[src/rtl/keypad_pkg.sv]
// Shared types, the 4x4 hex key table and row-pattern helpers for the keypad scanner.
package keypad_pkg;

    typedef enum logic [1:0] {
        SCAN     = 2'd0,
        DEBOUNCE = 2'd1,
        HELD     = 2'd2
    } state_e;

    // Indexed [row][col]; column 0 is the leftmost key of each row.
    localparam logic [3:0] KEYMAP_4X4 [4][4] = '{
        '{4'h1, 4'h2, 4'h3, 4'hC},
        '{4'h4, 4'h5, 4'h6, 4'hD},
        '{4'h7, 4'h8, 4'h9, 4'hE},
        '{4'hA, 4'h0, 4'hB, 4'hF}
    };

    // Number of set bits; callers pass the active-high "row is low" pattern, zero padded.
    function automatic int unsigned onehot_count(input logic [7:0] bits);
        int unsigned n;
        n = 0;
        for (int i = 0; i < 8; i++) begin
            n = n + {31'b0, bits[i]};
        end
        return n;
    endfunction

endpackage

[src/rtl/keypad_keymap.sv]
// Translates a (row, column) key position into the reported key code.
module keypad_keymap
    import keypad_pkg::*;
#(
    parameter int ROWS    = 4,
    parameter int COLS    = 4,
    parameter int HEX_MAP = 1,
    parameter int KEY_W   = 4
) (
    input  logic [$clog2(ROWS)-1:0] row_idx,
    input  logic [$clog2(COLS)-1:0] col_idx,
    output logic [KEY_W-1:0]        key_code
);

    generate
        if (HEX_MAP != 0) begin : g_hex
            // Calculator-style hex layout; only meaningful for a 4x4 pad.
            assign key_code = KEY_W'(KEYMAP_4X4[row_idx[1:0]][col_idx[1:0]]);
        end else begin : g_lin
            // Row-major linear numbering.
            assign key_code = KEY_W'(32'(row_idx) * COLS + 32'(col_idx));
        end
    endgenerate

endmodule

[src/rtl/keypad_scanner.sv]
// Matrix keypad scanner: column strobe, row synchroniser, press/release debounce and key events.
module keypad_scanner
    import keypad_pkg::*;
#(
    parameter int ROWS       = 4,
    parameter int COLS       = 4,
    parameter int SCAN_DIV   = 1000,
    parameter int DEB_CYCLES = 20000,
    parameter int HEX_MAP    = 1,
    parameter int KEY_W      = 4
) (
    input  logic              clk,
    input  logic              reset_n,
    input  logic [ROWS-1:0]   row_n,
    output logic [COLS-1:0]   col_n,
    output logic [KEY_W-1:0]  key_code,
    output logic              key_valid,
    output logic              key_held,
    output logic              key_released
);

    localparam int RW      = $clog2(ROWS);
    localparam int CW      = $clog2(COLS);
    localparam int CNT_MAX = (SCAN_DIV > DEB_CYCLES) ? SCAN_DIV : DEB_CYCLES;
    localparam int CNT_W   = $clog2(CNT_MAX + 1);

    localparam logic [CNT_W-1:0] DWELL_LAST = CNT_W'(SCAN_DIV - 1);
    localparam logic [CNT_W-1:0] DEB_LAST   = CNT_W'(DEB_CYCLES - 1);
    localparam logic [CW-1:0]    COL_LAST   = CW'(COLS - 1);

    logic [ROWS-1:0]  rs_meta_q, rs_q;
    logic [ROWS-1:0]  rs_low;
    state_e           state_q, state_d;
    logic [CW-1:0]    col_idx_q, col_idx_d, col_next;
    logic [RW-1:0]    row_idx_q, row_idx_d, low_row;
    logic [ROWS-1:0]  pattern_q, pattern_d;
    logic [CNT_W-1:0] dwell_cnt_q, dwell_cnt_d;
    logic [CNT_W-1:0] deb_cnt_q, deb_cnt_d;
    logic [KEY_W-1:0] key_code_q, key_code_d, map_code;
    logic             key_valid_q, key_valid_d;
    logic             key_held_q, key_held_d;
    logic             key_released_q, key_released_d;
    logic             one_low, dwell_done, rs_match, press_done, release_done;

    // Two-flop synchroniser on the asynchronous rows; idle (released) level is high.
    always_ff @(posedge clk or negedge reset_n) begin
        if (!reset_n) begin
            rs_meta_q <= '1;
            rs_q      <= '1;
        end else begin
            rs_meta_q <= row_n;
            rs_q      <= rs_meta_q;
        end
    end

    assign rs_low       = ~rs_q;
    assign one_low      = (onehot_count(8'(rs_low)) == 1);
    assign dwell_done   = (dwell_cnt_q == DWELL_LAST);
    assign rs_match     = (rs_q == pattern_q);
    assign press_done   = rs_match && (deb_cnt_q == DEB_LAST);
    assign release_done = rs_q[row_idx_q] && (deb_cnt_q == DEB_LAST);
    assign col_next     = (col_idx_q == COL_LAST) ? '0 : col_idx_q + 1'b1;

    // Index of the low row; only consulted when exactly one row is low.
    always_comb begin
        low_row = '0;
        for (int i = ROWS - 1; i >= 0; i--) begin
            if (rs_low[i]) low_row = RW'(i);
        end
    end

    // Column drive decoded straight from the column register, so reset drives column 0 at once.
    generate
        for (genvar gi = 0; gi < COLS; gi++) begin : g_col
            assign col_n[gi] = (col_idx_q != CW'(gi));
        end
    endgenerate

    keypad_keymap #(
        .ROWS    (ROWS),
        .COLS    (COLS),
        .HEX_MAP (HEX_MAP),
        .KEY_W   (KEY_W)
    ) u_keymap (
        .row_idx  (row_idx_q),
        .col_idx  (col_idx_q),
        .key_code (map_code)
    );

    // State, counters, captured key position and registered outputs.
    always_ff @(posedge clk or negedge reset_n) begin
        if (!reset_n) begin
            state_q        <= SCAN;
            col_idx_q      <= '0;
            row_idx_q      <= '0;
            pattern_q      <= '1;
            dwell_cnt_q    <= '0;
            deb_cnt_q      <= '0;
            key_code_q     <= '0;
            key_valid_q    <= 1'b0;
            key_held_q     <= 1'b0;
            key_released_q <= 1'b0;
        end else begin
            state_q        <= state_d;
            col_idx_q      <= col_idx_d;
            row_idx_q      <= row_idx_d;
            pattern_q      <= pattern_d;
            dwell_cnt_q    <= dwell_cnt_d;
            deb_cnt_q      <= deb_cnt_d;
            key_code_q     <= key_code_d;
            key_valid_q    <= key_valid_d;
            key_held_q     <= key_held_d;
            key_released_q <= key_released_d;
        end
    end

    // Next state: dwell per column, capture a single-key pattern, debounce press and release.
    always_comb begin
        state_d     = state_q;
        col_idx_d   = col_idx_q;
        row_idx_d   = row_idx_q;
        pattern_d   = pattern_q;
        dwell_cnt_d = dwell_cnt_q;
        deb_cnt_d   = deb_cnt_q;
        case (state_q)
            SCAN: begin
                if (dwell_done) begin
                    dwell_cnt_d = '0;
                    if (one_low) begin
                        state_d   = DEBOUNCE;
                        row_idx_d = low_row;
                        pattern_d = rs_q;
                        deb_cnt_d = '0;
                    end else begin
                        col_idx_d = col_next;
                    end
                end else begin
                    dwell_cnt_d = dwell_cnt_q + 1'b1;
                end
            end
            DEBOUNCE: begin
                if (!rs_match) begin
                    // Bounce: retry the same column from a fresh dwell.
                    state_d     = SCAN;
                    dwell_cnt_d = '0;
                    deb_cnt_d   = '0;
                end else if (press_done) begin
                    state_d   = HELD;
                    deb_cnt_d = '0;
                end else begin
                    deb_cnt_d = deb_cnt_q + 1'b1;
                end
            end
            HELD: begin
                // Only the captured row matters here; other keys are ignored.
                if (!rs_q[row_idx_q]) begin
                    deb_cnt_d = '0;
                end else if (release_done) begin
                    state_d     = SCAN;
                    deb_cnt_d   = '0;
                    dwell_cnt_d = '0;
                    col_idx_d   = col_next;
                end else begin
                    deb_cnt_d = deb_cnt_q + 1'b1;
                end
            end
            default: state_d = SCAN;
        endcase
    end

    // Output events: one-cycle pulses on press/release acceptance, held level and latched code.
    always_comb begin
        key_valid_d    = 1'b0;
        key_released_d = 1'b0;
        key_held_d     = key_held_q;
        key_code_d     = key_code_q;
        case (state_q)
            DEBOUNCE: begin
                if (press_done) begin
                    key_valid_d = 1'b1;
                    key_held_d  = 1'b1;
                    key_code_d  = map_code;
                end
            end
            HELD: begin
                if (release_done) begin
                    key_released_d = 1'b1;
                    key_held_d     = 1'b0;
                end
            end
            default: ;
        endcase
    end

    assign key_code     = key_code_q;
    assign key_valid    = key_valid_q;
    assign key_held     = key_held_q;
    assign key_released = key_released_q;

endmodule
[config.mk]
export PLATFORM = sky130hd
export DESIGN_NAME = keypad_scanner
export DESIGN_NICKNAME = d
export VERILOG_FILES = /design/src/rtl/keypad_pkg.sv /design/src/rtl/keypad_keymap.sv /design/src/rtl/keypad_scanner.sv
export SDC_FILE = /design/constraint.sdc
export NUM_CORES = 1
export LEC_CHECK = 0
export CORE_MARGIN = 1
export CORE_UTILIZATION = 60
export CTS_BUF_LIST = sky130_fd_sc_hd__clkbuf_2
export DETAILED_ROUTE_END_ITERATION = 10
export PLACE_DENSITY = 0.8
export SYNTH_ARGS = -nofsm -noshare
export SYNTH_HDL_FRONTEND = slang
export SYNTH_SLANG_ARGS = --single-unit
[constraint.sdc]
create_clock -name clk -period 3.8 [get_ports clk]
set_clock_uncertainty 0.2 [all_clocks]
set_input_delay 0.76 -clock clk [delete_from_list [all_inputs] [get_ports clk]]
set_output_delay 0.76 -clock clk [all_outputs]
set_load 0.005 [all_outputs]
==> results of run 1 <==
registers in the layout, summed over array words and instances, names as in the netlist:
signal,count
key_held,1
key_released,1
deb_cnt_q,15
pattern_q,4
dwell_cnt_q,15
key_valid,1
col_idx_q,2
rs_meta_q,4
state_q,2
key_code,4
row_idx_q,2
rs_q,4
layer usage:
metal	vias up	global-route usage	part of all wire	routed length [um]
met5	-	0	0	0
met4	0	0.08805	0.0097	65
met3	7	0.04418	0.044	294
met2	65	0.4284	0.49	3250
met1	1294	0.3451	0.46	3061
li1	1259	-	-	-
area by class of cell:
| cell class | count | area [um^2] | share of cell area |
|---|---|---|---|
| sequential | 55 | 1391 | 0.3991 |
| clock inverter | 3 | 17.52 | 0.005025 |
| tap | 70 | 87.58 | 0.02513 |
| clock buffer | 5 | 25.02 | 0.007179 |
| timing repair buffer | 24 | 215.2 | 0.06174 |
| multi-input combinational | 230 | 1644 | 0.4716 |
| inverter | 28 | 105.1 | 0.03015 |
where the power goes:
group	internal, W	leakage (nW)	total (W)	switching, W
Sequential	0.000595	0.712	0.000600	0.00000498
Combinational	0.0000114	0.621	0.0000320	0.0000206
Clock	0.0000462	0.0336	0.000233	0.000187
through the flow:
step	cells	cell area [um^2]	hold slack, ps	worst slack (ps)	util
after CTS	415	3486	83.30	674.0	0.6825
after global routing	415	3486	83.15	479.5	0.6825
after floorplan	328	3202	145.2	1005	-
after global placement	407	3443	145.8	849.6	0.6742
final	415	3486	85.96	676.4	0.6825
after detailed placement	407	3443	150.6	704.2	0.6742
worst paths after layout:
kind / start / cells past startpoint / slack (ps) / end
min in group clk: rs_meta_q[0] / 0 / 180 / rs_q[0]
worst min register to register: rs_meta_q[0] / 0 / 180 / rs_q[0]
worst max-delay path: rs_q[1] / 8 / 680 / deb_cnt_q[9]
worst min-delay path: reset_n / 1 / 90 / key_code[1]
max in group asynchronous: reset_n / 2 / 2510 / state_q[0]
worst max register to register: rs_q[1] / 8 / 680 / deb_cnt_q[9]
kinds of logic (layout without fill, tap and decap cells):
logic type	Yosys count	in the layout	share of synthesized area
fa+ha+maj	19	19	0.07659
flops	55	55	0.4345
mux	10	10	0.03829
xor+xnor	2	2	0.005472
compound gates	92	92	0.2067
buf+inv	43	60	0.05197
simple gates	107	107	0.1864
layout by cell type (no fill, tap or decap), types with 4 or more instances in the layout:
cell type        count
a21oi_1              4
a311oi_1             8
a31oi_1              4
buf_4                8
clkbuf_2             5
clkdlybuf4s50_1     15
dfrtp_1             43
dfstp_2             12
ha_1                18
inv_1               28
mux2_2               5
nand2_1             24
nand2b_1             8
nand3_1             15
nand4_1             11
nor2_1              16
nor2b_1              5
nor3_1               5
o21ai_0              8
o21ai_1             12
o22ai_1             10
o311ai_1             4
o31ai_1             20
o41ai_1              4
or3_1                5
==> flow_summary.json, run 1 <==
{
  "status": "finished, final reports clean",
  "firstDrtPassIters": 4,
  "drv_slew": 0,
  "synth_seq_cells": 55,
  "path_class": "reg -> reg",
  "grt_usage": 0.2587,
  "yosysWarnings": 0,
  "cp-end-kind": "register",
  "ctsHoldBuffers": 0,
  "grt_overflow": 0,
  "antenna_found_initial": 0,
  "drtAntennaViolNets": 0,
  "fin_crit_ps": 3124,
  "cts_buffers": 5,
  "p_leak_nw": 1.367,
  "synthesis.nets": 353,
  "grt_pass1_vias": 2469,
  "rows": 26,
  "cp_common_cell": "ha_1",
  "synth_cells": 328,
  "die-area_mm2": 0.005633,
  "worstSetupStartpointType": "register",
  "synthTopCellsByArea": "dfrtp_1 (34%), dfstp_2 (9.8%), ha_1 (7.0%)",
  "clock-sinks": 55,
  "cts.reportedPaths.clkPinSlew_ps": 280,
  "critPathTopFamily": "simple AND/OR/NAND/NOR gates",
  "cp.arrival_ps": 3280,
  "ys_seq_area_frac": 0.4345,
  "post_drt_wl_per_cell_um": 16.07,
  "slew_headroom": 0.4912,
  "htree_levels": 2,
  "first_iter_violations": 152,
  "drv_cap": 0,
  "post_cts_buffers": 0,
  "cts_tree": "yes",
  "critPathBufInv": 1,
  "period_share": 0.8220,
  "grt_max_degree": 29,
  "ys_types": 52,
  "numPortBuffers": 16,
  "num-fill-cells": 411,
  "clkLatencyLatePin_ps": 430,
  "num_vias": 2625,
  "crit_fanout": 15,
  "ir_worst_vdd_mv": 0.1748,
  "diodes": 0,
  "ios": 17,
  "cts.repair.resized": 0,
  "synth_top_area_frac": 0.3361,
  "ctsRootBufferMaster": "clkbuf_2",
  "setup_viol": 0,
  "ctsLongestPathBuffers": 2,
  "synth_edf_count": 0,
  "finalWirelength_mm": 6.671,
  "drive_gt1_frac": 0.1246,
  "initial_core_util": 0.6269,
  "die_h_um": 75.05,
  "fmaxAchievable_mhz": 320.1,
  "core-area_mm2": 0.005107,
  "slowest_delay_ps": 660,
  "gp_congestion": 0.8084,
  "yosys.cell_count.top_type": "dfrtp_1",
  "critPathSlowestCell": "dfstp_2",
  "yosysTopAreaCell": "dfrtp_1",
  "setup_tns_ps": 0,
  "viasPerCell": 6.325,
  "synthFlopType": "dfrtp_1",
  "grt_pass1_wl_mm": 11.12,
  "final_hold_viol_count": 0,
  "nets": 369,
  "syn_area_mm2": 0.003202,
  "crit_required_ps": 3960,
  "dpl.hpwl_mm": 4.657,
  "die_x_um": 75.05,
  "hp-class": "in -> async",
  "rsz0062_at_grt": "false",
  "p_total_w": 0.0008656,
  "synthToLayoutAreaGrowth_pct": 8.871,
  "async_flop_share": 1.000,
  "crit_path_cell_trace": "fa_1 > inv_1 > ha_1 > ha_1 > nor3b_1 > a21boi_2 > nand4bb_4 > o311ai_1",
  "pwr_density_cell_mw_per_mm2": 248.3,
  "worst_pin_slew_ps": 754.9,
  "syn_area_per_cell_um2": 9.762,
  "drcViolationCount": 0,
  "synth_common_cells": "dfrtp_1 (43), inv_1 (28), nand2_1 (24)"
}
Power figures use the tool's default switching activity.
==> inputs of run 2 (changes only) <==
==> constraint.sdc (replaced) <==
create_clock -name clk -period 3.2 [get_ports clk]
set_clock_uncertainty 0.2 [all_clocks]
set_input_delay 0.64 -clock clk [delete_from_list [all_inputs] [get_ports clk]]
set_output_delay 0.64 -clock clk [all_outputs]
set_load 0.005 [all_outputs]
==> flow_summary.json, run 2 (synthesis results as in run 1) <==
{
  "clkLatencyLatePin_ps": 470,
  "grt_max_degree": 29,
  "first_iter_violations": 147,
  "mostFrequentLayoutCell": "dfrtp_1",
  "final_hold_viol_count": 0,
  "crit_path_cell_trace": "fa_1 > inv_1 > ha_1 > ha_1 > nor3b_2 > a21boi_2 > nand4bb_4 > o311ai_1",
  "drive_gt1_frac": 0.1322,
  "ios": 17,
  "rsz0062_at_grt": "false",
  "grt_usage": 0.2520,
  "finalWirelength_mm": 6.567,
  "hold_path_startpoint": "rs_meta_q[1]",
  "worst_pin_slew_ps": 631.2,
  "cp_common_cell": "ha_1",
  "cp.arrival_ps": 3160,
  "viasPerCell": 6.275,
  "whs_ps": 178.8,
  "critPathBufInv": 1,
  "timing.final.ws_setup_ps": 229.1,
  "path_class": "reg -> reg",
  "initial_core_util": 0.6269,
  "cts_tree": "yes",
  "die_h_um": 75.05,
  "p_sw_frac": 0.2550,
  "worstSetupStartpointType": "register",
  "cp-end-kind": "register",
  "dpl.hpwl_mm": 4.626,
  "dp_worst_setup_slack_ps": 176.0,
  "ctsRootBufferMaster": "clkbuf_2",
  "drtAntennaViolNets": 0,
  "crit_fanout": 15,
  "status": "finished, final reports clean",
  "core-area_mm2": 0.005107,
  "num-fill-cells": 380,
  "drv_cap": 0,
  "post_cts_buffers": 0,
  "diodes": 0,
  "drcViolationCount": 0,
  "crit_start": "rs_q[1]",
  "gp_congestion": 0.8027,
  "slew_headroom": 0.5753,
  "grt_overflow": 0,
  "cts_buffers": 5,
  "fmaxAchievable_mhz": 336.6,
  "critPathTopFamily": "adder cells",
  "final_cell_mix": "dfrtp_1 (43), inv_1 (28), nand2_1 (24)",
  "cts.reportedPaths.clkPinSlew_ps": 310,
  "combPwrFrac": 0.040,
  "antenna_found_initial": 0,
  "utilization": 0.6926,
  "p_switching_w": 0.0002692,
  "slowest_delay_ps": 670,
  "drv_slew": 0,
  "nets": 372,
  "synthToLayoutAreaGrowth_pct": 10.47,
  "rows": 26,
  "power.share.clock": 0.285,
  "num_vias": 2623,
  "crit_required_ps": 3390,
  "grt_pass1_wl_mm": 10.81,
  "top_regs": "deb_cnt_q: 15 flops, dwell_cnt_q: 15 flops",
  "p_int_w": 0.0007867,
  "htree_levels": 2,
  "setup_tns_ps": 0,
  "p_seq_frac": 0.675,
  "r2r_start": "rs_q[1]",
  "die-area_mm2": 0.005633,
  "die_x_um": 75.05,
  "p_leak_nw": 1.389,
  "clock-sinks": 55,
  "numPortBuffers": 16,
  "hp-class": "reg -> reg",
  "ctsLongestPathBuffers": 2,
  "grt_pass1_vias": 2357,
  "post_drt_wl_per_cell_um": 15.71,
  "critPathSlowestCell": "dfstp_2",
  "firstDrtPassIters": 5,
  "period_share": 0.9284,
  "setup_viol": 0,
  "ir_worst_vdd_mv": 0.1916,
  "fin_crit_ps": 2971,
  "pwr_density_cell_mw_per_mm2": 298.5
}
-- run 2: layout make-up --
class,instances,area [um^2],share of cell area
multi-input cells,230,1649,0.4662
flip-flops and latches,55,1391,0.3933
repair buffers,27,252.7,0.07145
inverters,28,105.1,0.02971
well taps,70,87.58,0.02476
clock inverters,3,26.28,0.007428
clock buffers,5,25.02,0.007075
-- run 2: what timing repair did --
item	CTS	global route
hold buffers	1	0
gates resized for setup	0	1
endpoints found under the setup margin	0	18
hold endpoints to repair	15	0
-- run 2: power by group through the flow --
stage	sequential, W	combinational [W]	clock (W)
after global placement	0.000723	0.0000395	0
after floorplan	0.000721	0.0000141	0
final	0.000713	0.0000421	0.000301
after CTS	0.000713	0.0000423	0.000309
after detailed placement	0.000723	0.0000411	0
after global routing	0.000714	0.0000498	0.000334
-- run 2: metrics by stage --
stage	cells	total power, W	cell area [um^2]
after detailed placement	409	0.0007638	3471
after CTS	418	0.001064	3532
after global placement	409	0.0007621	3471
final	418	0.001056	3537
after floorplan	328	0.0007355	3202
after global routing	418	0.001098	3537
-- run 2: layer usage --
layer,share of wire,track usage,up-vias,wire length (um)
met4,0.018,0.09224,0,116
met1,0.46,0.3362,1279,3017
met3,0.046,0.04418,11,300
li1,-,-,1257,-
met2,0.48,0.4134,76,3132
met5,0,0,-,0
-- run 2: final timing paths --
| kind | endpoint | slack [ps] | depth (start not counted) |
|---|---|---|---|
| setup / recovery | deb_cnt_q[13] | 230 | 8 |
| hold / removal | rs_q[1] | 180 | 0 |
| setup reg to reg | deb_cnt_q[13] | 230 | 8 |
| hold reg to reg | rs_q[1] | 180 | 0 |
| max in group asynchronous | deb_cnt_q[4] | 1760 | 3 |
| min in group asynchronous | row_idx_q[1] | 460 | 2 |
==> inputs of run 3 (changes only) <==
--- a/config.mk
+++ b/config.mk
@@ -9,6 +9,7 @@
 export CORE_UTILIZATION = 60
 export CTS_BUF_LIST = sky130_fd_sc_hd__clkbuf_2
 export DETAILED_ROUTE_END_ITERATION = 10
+export MAX_ROUTING_LAYER = met4
 export PLACE_DENSITY = 0.8
 export SYNTH_ARGS = -nofsm -noshare
 export SYNTH_HDL_FRONTEND = slang
==> flow_summary.json, run 3 (synthesis results as in run 1) <==
{
  "setup_viol": 0,
  "die_h_um": 75.05,
  "drv_slew": 0,
  "path_class": "reg -> reg",
  "grt_overflow": 0,
  "final_cell_mix": "dfrtp_1 (43), inv_1 (28), nand2_1 (24)",
  "cp-end-kind": "register",
  "period_share": 0.9325,
  "crit_start": "rs_q[1]",
  "num_vias": 2632,
  "ctsLongestPathBuffers": 2,
  "clkLatencyLatePin_ps": 470,
  "cts.reportedPaths.clkPinSlew_ps": 300,
  "cp.arrival_ps": 3180,
  "cts_tree": "yes",
  "cts_buffers": 5,
  "worstSetupStartpointType": "register",
  "clock-sinks": 55,
  "drv_cap": 0,
  "synthToLayoutAreaGrowth_pct": 10.47,
  "die-area_mm2": 0.005633,
  "core-area_mm2": 0.005107,
  "diodes": 0,
  "grt_pass1_vias": 2354,
  "firstDrtPassIters": 5,
  "crit_required_ps": 3390,
  "critPathSlowestCell": "dfstp_2",
  "status": "finished, final reports clean",
  "die_x_um": 75.05,
  "num-fill-cells": 380,
  "ctsRootBufferMaster": "clkbuf_2",
  "place_inst": 409,
  "slowest_delay_ps": 670,
  "drcViolationCount": 0,
  "htree_levels": 2,
  "numPortBuffers": 16,
  "ios": 17,
  "dpl.hpwl_mm": 4.626,
  "multi_input_area_mm2": 0.001649,
  "final_hold_viol_count": 0,
  "viasPerCell": 6.297,
  "slew_headroom": 0.5465,
  "top_regs": "deb_cnt_q: 15 flops, dwell_cnt_q: 15 flops",
  "hold_path_startpoint": "rs_meta_q[1]",
  "mostFrequentLayoutCell": "dfrtp_1",
  "rows": 26,
  "crit_fanout": 15,
  "setup_tns_ps": 0,
  "post_drt_wl_per_cell_um": 15.84,
  "p_leak_nw": 1.389,
  "worst_pin_slew_ps": 674.0,
  "nets": 372,
  "post_cts_buffers": 0,
  "final_cells": 418,
  "pwr_density_cell_mw_per_mm2": 298.4,
  "initial_core_util": 0.6269,
  "rsz0062_at_grt": "false",
  "drtAntennaViolNets": 0,
  "r2r_start": "rs_q[1]",
  "hp-class": "reg -> reg",
  "fmaxAchievable_mhz": 335.1,
  "fin_crit_ps": 2984,
  "ir_worst_vdd_mv": 0.1903,
  "cp_common_cell": "ha_1",
  "gp_congestion": 0.8143,
  "finalWirelength_mm": 6.623,
  "grt_pass1_wl_mm": 10.82,
  "grt_max_degree": 29,
  "first_iter_violations": 151,
  "drive_gt1_frac": 0.1322,
  "antenna_found_initial": 0,
  "final-seq-area_mm2": 0.001391,
  "crit_path_cell_trace": "fa_1 > inv_1 > ha_1 > ha_1 > nor3b_2 > a21boi_2 > nand4bb_4 > o311ai_1",
  "grt_usage": 0.2604
}
run 3: repair_timing:
| item | in CTS | in global routing |
|---|---|---|
| setup endpoints to repair | 0 | 18 |
| hold buffers | 1 | 0 |
| endpoints found under the hold margin | 15 | 0 |
| resized for setup | 0 | 1 |
run 3: area by class of cell:
type                    instances  share of cell area
multi-input cells             230              0.4662
well taps                      70             0.02476
clock inverters                 3            0.007428
inverters                      28             0.02971
clock buffers                   5            0.007075
repair buffers                 27             0.07145
flip-flops and latches         55              0.3933
run 3: through the flow:
step / cell area (um^2) / hold WS [ps] / utilization / total power [W] / worst slack [ps]
after floorplan: 3202 / 144.4 / - / 0.0007355 / 404.6
after global placement: 3471 / 147.0 / 0.6796 / 0.0007621 / 252.2
after detailed placement: 3471 / 146.8 / 0.6796 / 0.0007638 / 176.0
after CTS: 3532 / 178.9 / 0.6916 / 0.001064 / 87.69
after global routing: 3537 / 179.7 / 0.6926 / 0.001098 / 18.10
final: 3537 / 178.8 / 0.6926 / 0.001055 / 215.9
run 3: final timing paths:
kind | end | slack [ps] | cells past startpoint
worst max-delay path | deb_cnt_q[13] | 220 | 8
worst min-delay path | rs_q[1] | 180 | 0
worst max register to register | deb_cnt_q[13] | 220 | 8
worst min register to register | rs_q[1] | 180 | 0
max in group asynchronous | deb_cnt_q[4] | 1760 | 3
min in group asynchronous | row_idx_q[1] | 460 | 2
run 3: metal layers:
layer  GRT usage  vias up  part of all wire
li1            -     1260                 -
met2      0.4124       86              0.47
met3     0.04418       11             0.047
met4     0.09224        0             0.018
met5           -        -                 0
met1      0.3379     1275              0.46
run 3: power by group:
part	leakage (nW)	total [W]	internal, W	switching [W]
registers	0.712	0.000713	0.000707	0.00000561
logic	0.643	0.0000421	0.0000171	0.0000250
clock network	0.0339	0.000301	0.0000624	0.000238
run 3: critical path, delay by kind of cell (launching register included):
kind / cells / cell delay, ps
buffers and inverters: 1 / 70
adders and majority gates: 3 / 810
and+or+nand+nor: 2 / 690
DFF: 1 / 670
AOI/OAI and AO/OA: 2 / 450
